## src/rtl/pc_redirect_ctrl_if.sv

```systemverilog
// Fetch-side bundle for pc_redirect_ctrl: branch redirect, imem request/response, decode handoff.
// master = the PC controller, slave = branch unit / imem / decode environment.
interface pc_redirect_ctrl_if;
  logic        redirect_valid;
  logic        br_data_ok;
  logic [63:0] redirect_pc;
  logic        ireq_valid;
  logic [63:0] ireq_addr;
  logic        ireq_ready;
  logic        iresp_valid;
  logic [31:0] iresp_data;
  logic        inst_valid;
  logic [63:0] inst_pc;
  logic [31:0] inst;
  logic        inst_ready;
  logic        misalign;

  modport master (
    input  redirect_valid,
    input  br_data_ok,
    input  redirect_pc,
    input  ireq_ready,
    input  iresp_valid,
    input  iresp_data,
    input  inst_ready,
    output ireq_valid,
    output ireq_addr,
    output inst_valid,
    output inst_pc,
    output inst,
    output misalign
  );

  modport slave (
    output redirect_valid,
    output br_data_ok,
    output redirect_pc,
    output ireq_ready,
    output iresp_valid,
    output iresp_data,
    output inst_ready,
    input  ireq_valid,
    input  ireq_addr,
    input  inst_valid,
    input  inst_pc,
    input  inst,
    input  misalign
  );
endinterface

```

## src/rtl/pc_redirect_ctrl.sv

```systemverilog
// PC/fetch controller: one outstanding imem fetch, 1-entry decode hold, branch redirects.
// Ports: clk, rst_n (async low), bus (pc_redirect_ctrl_if.master). Option: MISALIGN_CHECK_EN.
module pc_redirect_ctrl #(
  parameter logic [63:0] RESET_PC = 64'h8000_0000
) (
  input logic             clk,
  input logic             rst_n,
  pc_redirect_ctrl_if.master bus
);

  typedef enum logic [1:0] {
    IDLE,
    REQ,
    WAIT,
    HOLD
  } state_t;

  state_t      state;
  state_t      state_nxt;
  logic [63:0] pc_q;
  logic [63:0] pc_d;
  logic [63:0] ipc_q;
  logic [63:0] ipc_d;
  logic [31:0] inst_q;
  logic [31:0] inst_d;
  logic        iv_q;
  logic        iv_d;
  logic        stale_q;
  logic        stale_d;
  logic        pend_q;
  logic        pend_d;
  logic [63:0] tgt_q;
  logic [63:0] tgt_d;
  logic        take;
  logic [63:0] tgt;
  logic        blocked;
  logic        req_v;

  assign take = bus.redirect_valid && bus.br_data_ok;

`ifdef MISALIGN_CHECK_EN
  logic mis_q;

  assign tgt = bus.redirect_pc;

  always_ff @(posedge clk or negedge rst_n) begin
    if (!rst_n) begin
      mis_q <= 1'b0;
    end else if (take && (bus.redirect_pc[1:0] != 2'b00)) begin
      mis_q <= 1'b1;
    end
  end

  assign blocked = mis_q;
`else
  assign tgt     = bus.redirect_pc & ~64'h3;
  assign blocked = 1'b0;
`endif

  assign req_v         = (state == REQ) && !blocked;
  assign bus.ireq_valid = req_v;
  assign bus.ireq_addr  = pc_q;
  assign bus.inst_valid = iv_q;
  assign bus.inst_pc    = ipc_q;
  assign bus.inst       = inst_q;
  assign bus.misalign   = blocked;

  always_ff @(posedge clk or negedge rst_n) begin
    if (!rst_n) begin
      state <= IDLE;
    end else begin
      state <= state_nxt;
    end
  end

  always_ff @(posedge clk or negedge rst_n) begin
    if (!rst_n) begin
      pc_q    <= RESET_PC;
      ipc_q   <= 64'd0;
      inst_q  <= 32'd0;
      iv_q    <= 1'b0;
      stale_q <= 1'b0;
      pend_q  <= 1'b0;
      tgt_q   <= 64'd0;
    end else begin
      pc_q    <= pc_d;
      ipc_q   <= ipc_d;
      inst_q  <= inst_d;
      iv_q    <= iv_d;
      stale_q <= stale_d;
      pend_q  <= pend_d;
      tgt_q   <= tgt_d;
    end
  end

  always_comb begin
    state_nxt = state;
    pc_d      = pc_q;
    ipc_d     = ipc_q;
    inst_d    = inst_q;
    iv_d      = iv_q;
    stale_d   = stale_q;
    pend_d    = pend_q;
    tgt_d     = tgt_q;
    unique case (state)
      IDLE: begin
        state_nxt = REQ;
        if (take) pc_d = tgt;
      end
      REQ: begin
        // The presented address must not move; park the target.
        if (take) begin
          pend_d = 1'b1;
          tgt_d  = tgt;
        end
        if (req_v && bus.ireq_ready) begin
          state_nxt = WAIT;
          stale_d   = pend_q || take;
        end
      end
      WAIT: begin
        if (take) begin
          pend_d = 1'b1;
          tgt_d  = tgt;
        end
        if (bus.iresp_valid) begin
          if (stale_q || take) begin
            state_nxt = REQ;
            pc_d      = take ? tgt : tgt_q;
            stale_d   = 1'b0;
            pend_d    = 1'b0;
          end else begin
            state_nxt = HOLD;
            ipc_d     = pc_q;
            inst_d    = bus.iresp_data;
            iv_d      = 1'b1;
          end
        end else if (take) begin
          stale_d = 1'b1;
        end
      end
      HOLD: begin
        if (take) begin
          state_nxt = REQ;
          iv_d      = 1'b0;
          pc_d      = tgt;
        end else if (bus.inst_ready) begin
          state_nxt = REQ;
          iv_d      = 1'b0;
          pc_d      = ipc_q + 64'd4;
        end
      end
      default: state_nxt = IDLE;
    endcase
  end

endmodule

```

## src/flat_wrapper.sv

```systemverilog
// flat-port wrapper written by rule: the top's interface ports become plain ports
module pc_redirect_ctrl_flat 
#(
  parameter logic [63:0] RESET_PC = 64'h8000_0000
)
  (clk, rst_n, bus_redirect_valid, bus_br_data_ok, bus_redirect_pc, bus_ireq_ready, bus_iresp_valid, bus_iresp_data, bus_inst_ready, bus_ireq_valid, bus_ireq_addr, bus_inst_valid, bus_inst_pc, bus_inst, bus_misalign);
  pc_redirect_ctrl_if bus_i ();
  input logic clk;
  input logic rst_n;
  input wire logic [$bits(bus_i.redirect_valid)-1:0] bus_redirect_valid;
  input wire logic [$bits(bus_i.br_data_ok)-1:0] bus_br_data_ok;
  input wire logic [$bits(bus_i.redirect_pc)-1:0] bus_redirect_pc;
  input wire logic [$bits(bus_i.ireq_ready)-1:0] bus_ireq_ready;
  input wire logic [$bits(bus_i.iresp_valid)-1:0] bus_iresp_valid;
  input wire logic [$bits(bus_i.iresp_data)-1:0] bus_iresp_data;
  input wire logic [$bits(bus_i.inst_ready)-1:0] bus_inst_ready;
  output wire logic [$bits(bus_i.ireq_valid)-1:0] bus_ireq_valid;
  output wire logic [$bits(bus_i.ireq_addr)-1:0] bus_ireq_addr;
  output wire logic [$bits(bus_i.inst_valid)-1:0] bus_inst_valid;
  output wire logic [$bits(bus_i.inst_pc)-1:0] bus_inst_pc;
  output wire logic [$bits(bus_i.inst)-1:0] bus_inst;
  output wire logic [$bits(bus_i.misalign)-1:0] bus_misalign;
  assign bus_i.redirect_valid = bus_redirect_valid;
  assign bus_i.br_data_ok = bus_br_data_ok;
  assign bus_i.redirect_pc = bus_redirect_pc;
  assign bus_i.ireq_ready = bus_ireq_ready;
  assign bus_i.iresp_valid = bus_iresp_valid;
  assign bus_i.iresp_data = bus_iresp_data;
  assign bus_i.inst_ready = bus_inst_ready;
  assign bus_ireq_valid = bus_i.ireq_valid;
  assign bus_ireq_addr = bus_i.ireq_addr;
  assign bus_inst_valid = bus_i.inst_valid;
  assign bus_inst_pc = bus_i.inst_pc;
  assign bus_inst = bus_i.inst;
  assign bus_misalign = bus_i.misalign;
  pc_redirect_ctrl #(.RESET_PC(RESET_PC)) u_core (.clk(clk), .rst_n(rst_n), .bus(bus_i));
endmodule
```

## config.mk

```make
export PLATFORM = sky130hd
export DESIGN_NAME = pc_redirect_ctrl_flat
export DESIGN_NICKNAME = d
export VERILOG_FILES = /design/src/rtl/pc_redirect_ctrl_if.sv /design/src/rtl/pc_redirect_ctrl.sv /design/src/flat_wrapper.sv
export SDC_FILE = /design/constraint.sdc
export NUM_CORES = 1
export LEC_CHECK = 0
export ABC_AREA = 1
export BUFFER_PORTS_ARGS = -buffer_cell sky130_fd_sc_hd__clkbuf_2
export CAP_MARGIN = 0
export CORE_MARGIN = 1.5
export CORE_UTILIZATION = 55
export DETAILED_ROUTE_END_ITERATION = 16
export GPL_ROUTABILITY_DRIVEN = 0
export GPL_TIMING_DRIVEN = 1
export PLACE_DENSITY = 0.81
export RECOVER_POWER = 100
export SLEW_MARGIN = 20
export SYNTH_ARGS = -nofsm -noshare
export SYNTH_HDL_FRONTEND = slang
export SYNTH_SLANG_ARGS = --single-unit
```

## constraint.sdc

```tcl
create_clock -name clk -period 2.6 [get_ports clk]
set_input_delay 0.26 -clock clk [delete_from_list [all_inputs] [get_ports clk]]
set_output_delay 0.26 -clock clk [all_outputs]
set_load 0.01 [all_outputs]
```

==> Word-level counts from Yosys, hierarchy flattened <==
Index checks and enable logic that the tools add are counted.
{ "word_totals": {"ff_bits": 229, "input_bits": 103, "out_inout_bits": 163, "wordCells": 62} }
{ "op_classes": {"add_sub_neg": 1, "eq_ne": 11, "mux": 27, "bitwise": 1, "n_reduce_logical": 14} }
{ "op_table": {"columns": ["operator", "n"], "rows": [
  ["$mux 64", 6],
  ["$pmux 64 s3", 1],
  ["$add 64x3->64 const B", 1],
  ["$mux 1", 11],
  ["$mux 2", 5],
  ["$ne 3x2->1 const B", 3],
  ["$pmux 2 s4", 1],
  ["$reduce_and 4->1", 2],
  ["$ne 2x2->1 const B", 3],
  ["$pmux 1 s2", 3],
  ["$reduce_and 3->1", 2],
  ["$reduce_and 5->1", 1],
  ["$eq 2x2->1 const B", 2],
  ["$ne 2x1->1 const B", 2],
  ["$reduce_bool 2->1", 2],
  ["$reduce_bool 3->1", 1],
  ["$eq 2x1->1 const B", 1],
  ["$logic_and 1x1->1", 2],
  ["$logic_not 2->1", 1],
  ["$logic_or 1x1->1", 2],
  ["$reduce_or 2->1", 1],
  ["$not 1->1", 1]
]} }

==> Longest topological paths before layout <==
{ "depth": {"ltp_word": 5, "mapped_depth": 13, "depth_no_buf": 13} }

==> Least setup slack after synthesis <==
No wires, ideal clock.
{ "synth_path": {"path_kind": "flip-flop to flip-flop", "from": "register u_core.state[0]", "to": "register u_core.pc_q[25], in the netlist u_core.bus.ireq_addr[25]", "setup_time_ps": 135, "t_arrival_ps": 1773, "required_time_ps": 2465, "path_slack_ps": 692, "stages_incl_launch_ff": 12, "path_buffers": 3, "path_cell_list": "dfrtp_1 inv_1 ha_1 buf_6 inv_6 nor2_1 a21oi_2 nand3_2 buf_6 buf_6 a211oi_1 a22oi_1"} }
{ "synth_via": {"elab_chain_cells": 3} }
{ "synth_lines": {"columns": ["element", "line", "source"], "rows": [
  ["start, declared", "pc_redirect_ctrl.sv:18", "state_t state;"],
  ["start signal, assigned", "pc_redirect_ctrl.sv:72", "state <= state_nxt;"],
  ["$eq 2x2->1 / $logic_not 2->1 (equally long branches)", "pc_redirect_ctrl.sv:105", "unique case (state)"],
  ["$ne 3x2->1 (no line) (tied with other cells)", null, null],
  ["$reduce_and 5->1 (no line)", null, null],
  ["end signal, assigned", "pc_redirect_ctrl.sv:86", "pc_q <= pc_d;"],
  ["end, declared", "pc_redirect_ctrl.sv:20", "logic [63:0] pc_q;"]
]} }
Parallel ways exist; a longest one is shown, timed or not.
A chain may end at the register's enable or synchronous reset.

==> Worst setup path after layout <==
{ "layout_path": {"from": "register u_core.ipc_q[3], in the netlist u_core.bus.inst_pc[3]", "to": "register u_core.pc_q[26], in the netlist u_core.bus.ireq_addr[26]"} }
{ "layout_via": {"elab_chain_cells": 4} }
{ "layout_lines": {"columns": ["element", "line", "source"], "rows": [
  ["start, declared", "pc_redirect_ctrl.sv:22", "logic [63:0] ipc_q;"],
  ["start signal, assigned", "pc_redirect_ctrl.sv:87", "ipc_q <= ipc_d;"],
  ["$add 64x3->64", "pc_redirect_ctrl.sv:150", "pc_d = ipc_q + 64'd4;"],
  ["$mux 64", "pc_redirect_ctrl.sv:147", "end else if (bus.inst_ready) begin"],
  ["$mux 64", "pc_redirect_ctrl.sv:143", "if (take) begin"],
  ["$pmux 64 s3", "pc_redirect_ctrl.sv:105", null]
]} }
No other way between the ends. The select of a mux whose other input is x is not followed.

==> metrics.txt <==
internal power=9.70 mW; Post-Syn Area=0.0123 mm2; crit path max fanout=6; routed len/inst=18.2 um; beginning of the critical path=u_core.bus.inst_pc[3]$_DFFE_PN0P_; Critical Path Most Common Cell=a21oi_1; IO Count=266; Port Buffers=262; TritonCTS clock tree=yes; Routed Antenna Nets=0; ys async rst share=100%; kind of end point of the critical path=flop; PD cells=1120 mW/mm2; Tcrit/Tclk final=92.9%; status=finished, violations left; CTS Buf Count=25; CTS sink cnt=229; commonest non-fill, non-tap cells in the layout=440 x nand2_1, 228 x dfrtp_1, 191 x nor2_1, 168 x clkbuf_1, 128 x inv_1; Peak VDD IR=0.817 mV; H-tree lvl count=1; P&R area growth vs syn=23.9%; CP delay by family, top=simple AND/OR/NAND/NOR gates; total global routing overflow=0; crit path DAT=2.87 ns; Max Clock Skew=0.0104 ns; logic gate share of total power=39.8%; sw frac=43.1%; worst slew pin tran=1.97 ns; Hold Crit Class=in2reg; num rows=54; Clock Power Share=20.6%; Clk Latency, worst-skew pair=0.54 ns; max_cap viols=1; #FFs+latches synth=229; Setup violations, final=0; Post-DP Area=0.0139 mm2; Hold WS=0.00486 ns; commonest non-fill, non-tap cell in the layout=nand2_1; vias in the first global route=12000; CP Class=reg2reg; min setup slack post-route=0.185 ns; delay of the slowest critical-path stage=0.45 ns; RSZ-0062 raised after global routing=false; # diodes=0; Post-Route WL=39600 um; clk buf depth=3; Core Region=0.0219 mm2; Post-Synthesis Cells=1552; first-pass GRT wire length=63100 um; Cell variety after synth=53; violated checks=max-capacitance violations, max-slew violations; Chip Height=153 um; register area share after synthesis=46.6%; post-DP HPWL=27900 um; Hold Fails Final Rpt=0; Iteration-0 DRC Markers=1142; FF-to-FF Start=u_core.bus.inst_pc[3]$_DFFE_PN0P_; pre-CTS setup slack=0.264 ns; Cell Chain, Critical Path=ha_1 -> inv_1 -> nor2_2 -> nand2_1 -> nor2_1 -> a21oi_1 -> nand3b_1 -> a21oi_1; Nets=1992; Post-synth EDFFs=0; static leakage=7.08 nW; # Post-CTS Setup Buffers=0; FMAX=0.414 GHz; setup_tns=0 ns; Worst path slowest cell=dfrtp_1; Residual DRC=0; via count=12400; Reg power frac=39.6%; GRT Total Usage=33.7%; Critical Path Start Type=flop; Post-Layout Inst Area=0.0153 mm2; clock input transition at the sequential cells of the worst setup and hold paths=0.06 ns; die footprint=0.0233 mm2; yosys warns=0; Switch Pwr=7.34 mW; clock period minus worst slack=2.41 ns; post-CTS resize count=0; vias per cell=5.68; share of cells above drive strength 1=15.0%; Main synth FF type=dfrtp_1; net count after synthesis=1661; Slew HR=-31.2%; CP required=3.06 ns; Worst Hold Launch=bus_redirect_pc[2]; drt pass-1 iters=7; Pins Over Slew Limit=87; Pwr Total=17.0 mW; CTS root buf=clkbuf_16; Initial Util=56.2%; initial antenna violation count=0; largest net degree at the start of global routing=100; Avg Cell Area, Syn=7.93 um2; Bufs and invs on worst path=1; Die Span X=153 um
-- per-layer routing --
metal  share of wire [%]  global-route usage [%]  wire length, um  vias to the layer above
li1                    -                       -                -                     5737
met1                  39                    44.9            15500                     5853
met2                  46                    53.3            18400                      677
met3                 9.7                    7.14             3860                      122
met4                 4.8                    14.4             1890                        0
met5                   0                       0                0                        -
-- power groups by stage --
| stage | logic, mW | registers, mW | clock network (mW) |
|---|---|---|---|
| detailed placement | 6.89 | 6.72 | 0 |
| global route | 7.53 | 6.92 | 3.67 |
| global placement | 6.67 | 6.67 | 0 |
| finish | 6.79 | 6.75 | 3.51 |
| CTS | 7.04 | 6.68 | 3.55 |
| floorplan | 3.91 | 6.81 | 0 |
-- timing repair --
item                       in CTS  in global routing
hold endpoints to repair      161                  0
hold buffers                   82                  0
setup endpoints to repair       0                  0
-- cells in the mapped netlist, types with 18 or more instances --
cell | n | share of area [%]
nor2_2 | 18 | 0.91
o21ai_0 | 114 | 4.6
a21oi_1 | 84 | 3.4
inv_1 | 128 | 3.9
a22oi_1 | 19 | 1.2
buf_2 | 34 | 1.4
nand2_1 | 439 | 13
nor2_1 | 189 | 5.8
a211oi_1 | 35 | 2.1
mux2_2 | 48 | 4.4
dfrtp_1 | 228 | 46
nand3_1 | 50 | 2.0
clkbuf_1 | 21 | 0.64
-- layout make-up --
cell class	instances	area, um2
Clock inverter	6	41.3
Tap cell	280	350
Fill cell	1827	6640
Inverter	137	522
Sequential cell	229	5730
Clock buffer	39	768
Multi-Input combinational cell	1119	5680
Timing Repair Buffer	371	2170
-- through the flow --
step / std cells / util (%)
final: 2181 / 69.7
after global routing: 2181 / 69.7
after CTS: 2181 / 71.1
after detailed placement: 2054 / 63.6
after global placement: 2054 / 63.6
after floorplan: 1552 / -
-- state kept, by name, summed over array words and instances, names as in the netlist --
signal,count
u_core.bus.inst_pc,64
u_core.state,2
u_core.bus.inst_valid,1
u_core.tgt_q,64
u_core.bus.inst,32
u_core.stale_q,1
u_core.bus.ireq_addr,64
u_core.pend_q,1
-- cells by family after synthesis --
| group | after synthesis | synth area share, % |
|---|---|---|
| AND/OR/NAND/NOR | 754 | 26.0 |
| AO/OA/AOI/OAI | 298 | 14.5 |
| flip-flops | 229 | 46.6 |
| buffers and inverters | 204 | 7.02 |
| other | 1 | 0.0305 |
| XOR/XNOR | 12 | 0.915 |
| adder cells (fa/ha/maj) | 6 | 0.610 |
| multiplexers | 48 | 4.39 |
-- final timing paths --
| kind | endpoint | slack [ns] | cells after the start |
|---|---|---|---|
| max reg2reg | u_core.bus.ireq_addr[26]$_DFFE_PN0P_ | 0.19 | 8 |
| min in group asynchronous | u_core.bus.inst[18]$_DFFE_PN0P_ | 0.84 | 2 |
| min reg2reg | u_core.tgt_q[53]$_DFFE_PN0P_ | 0.47 | 2 |
| min | u_core.tgt_q[2]$_DFFE_PN0P_ | 0.005 | 3 |
| max | u_core.bus.ireq_addr[26]$_DFFE_PN0P_ | 0.19 | 8 |
| max in group asynchronous | u_core.bus.ireq_addr[45]$_DFFE_PN0P_ | 0.43 | 3 |
-- tightest hold or removal path, delay by kind of cell --
| family | cells | cell delay [ns] |
|---|---|---|
| and+or+nand+nor | 2 | 0.15 |
| buffers and inverters | 1 | 0.11 |
No activity file was read; power rests on OpenSTA's default activity.
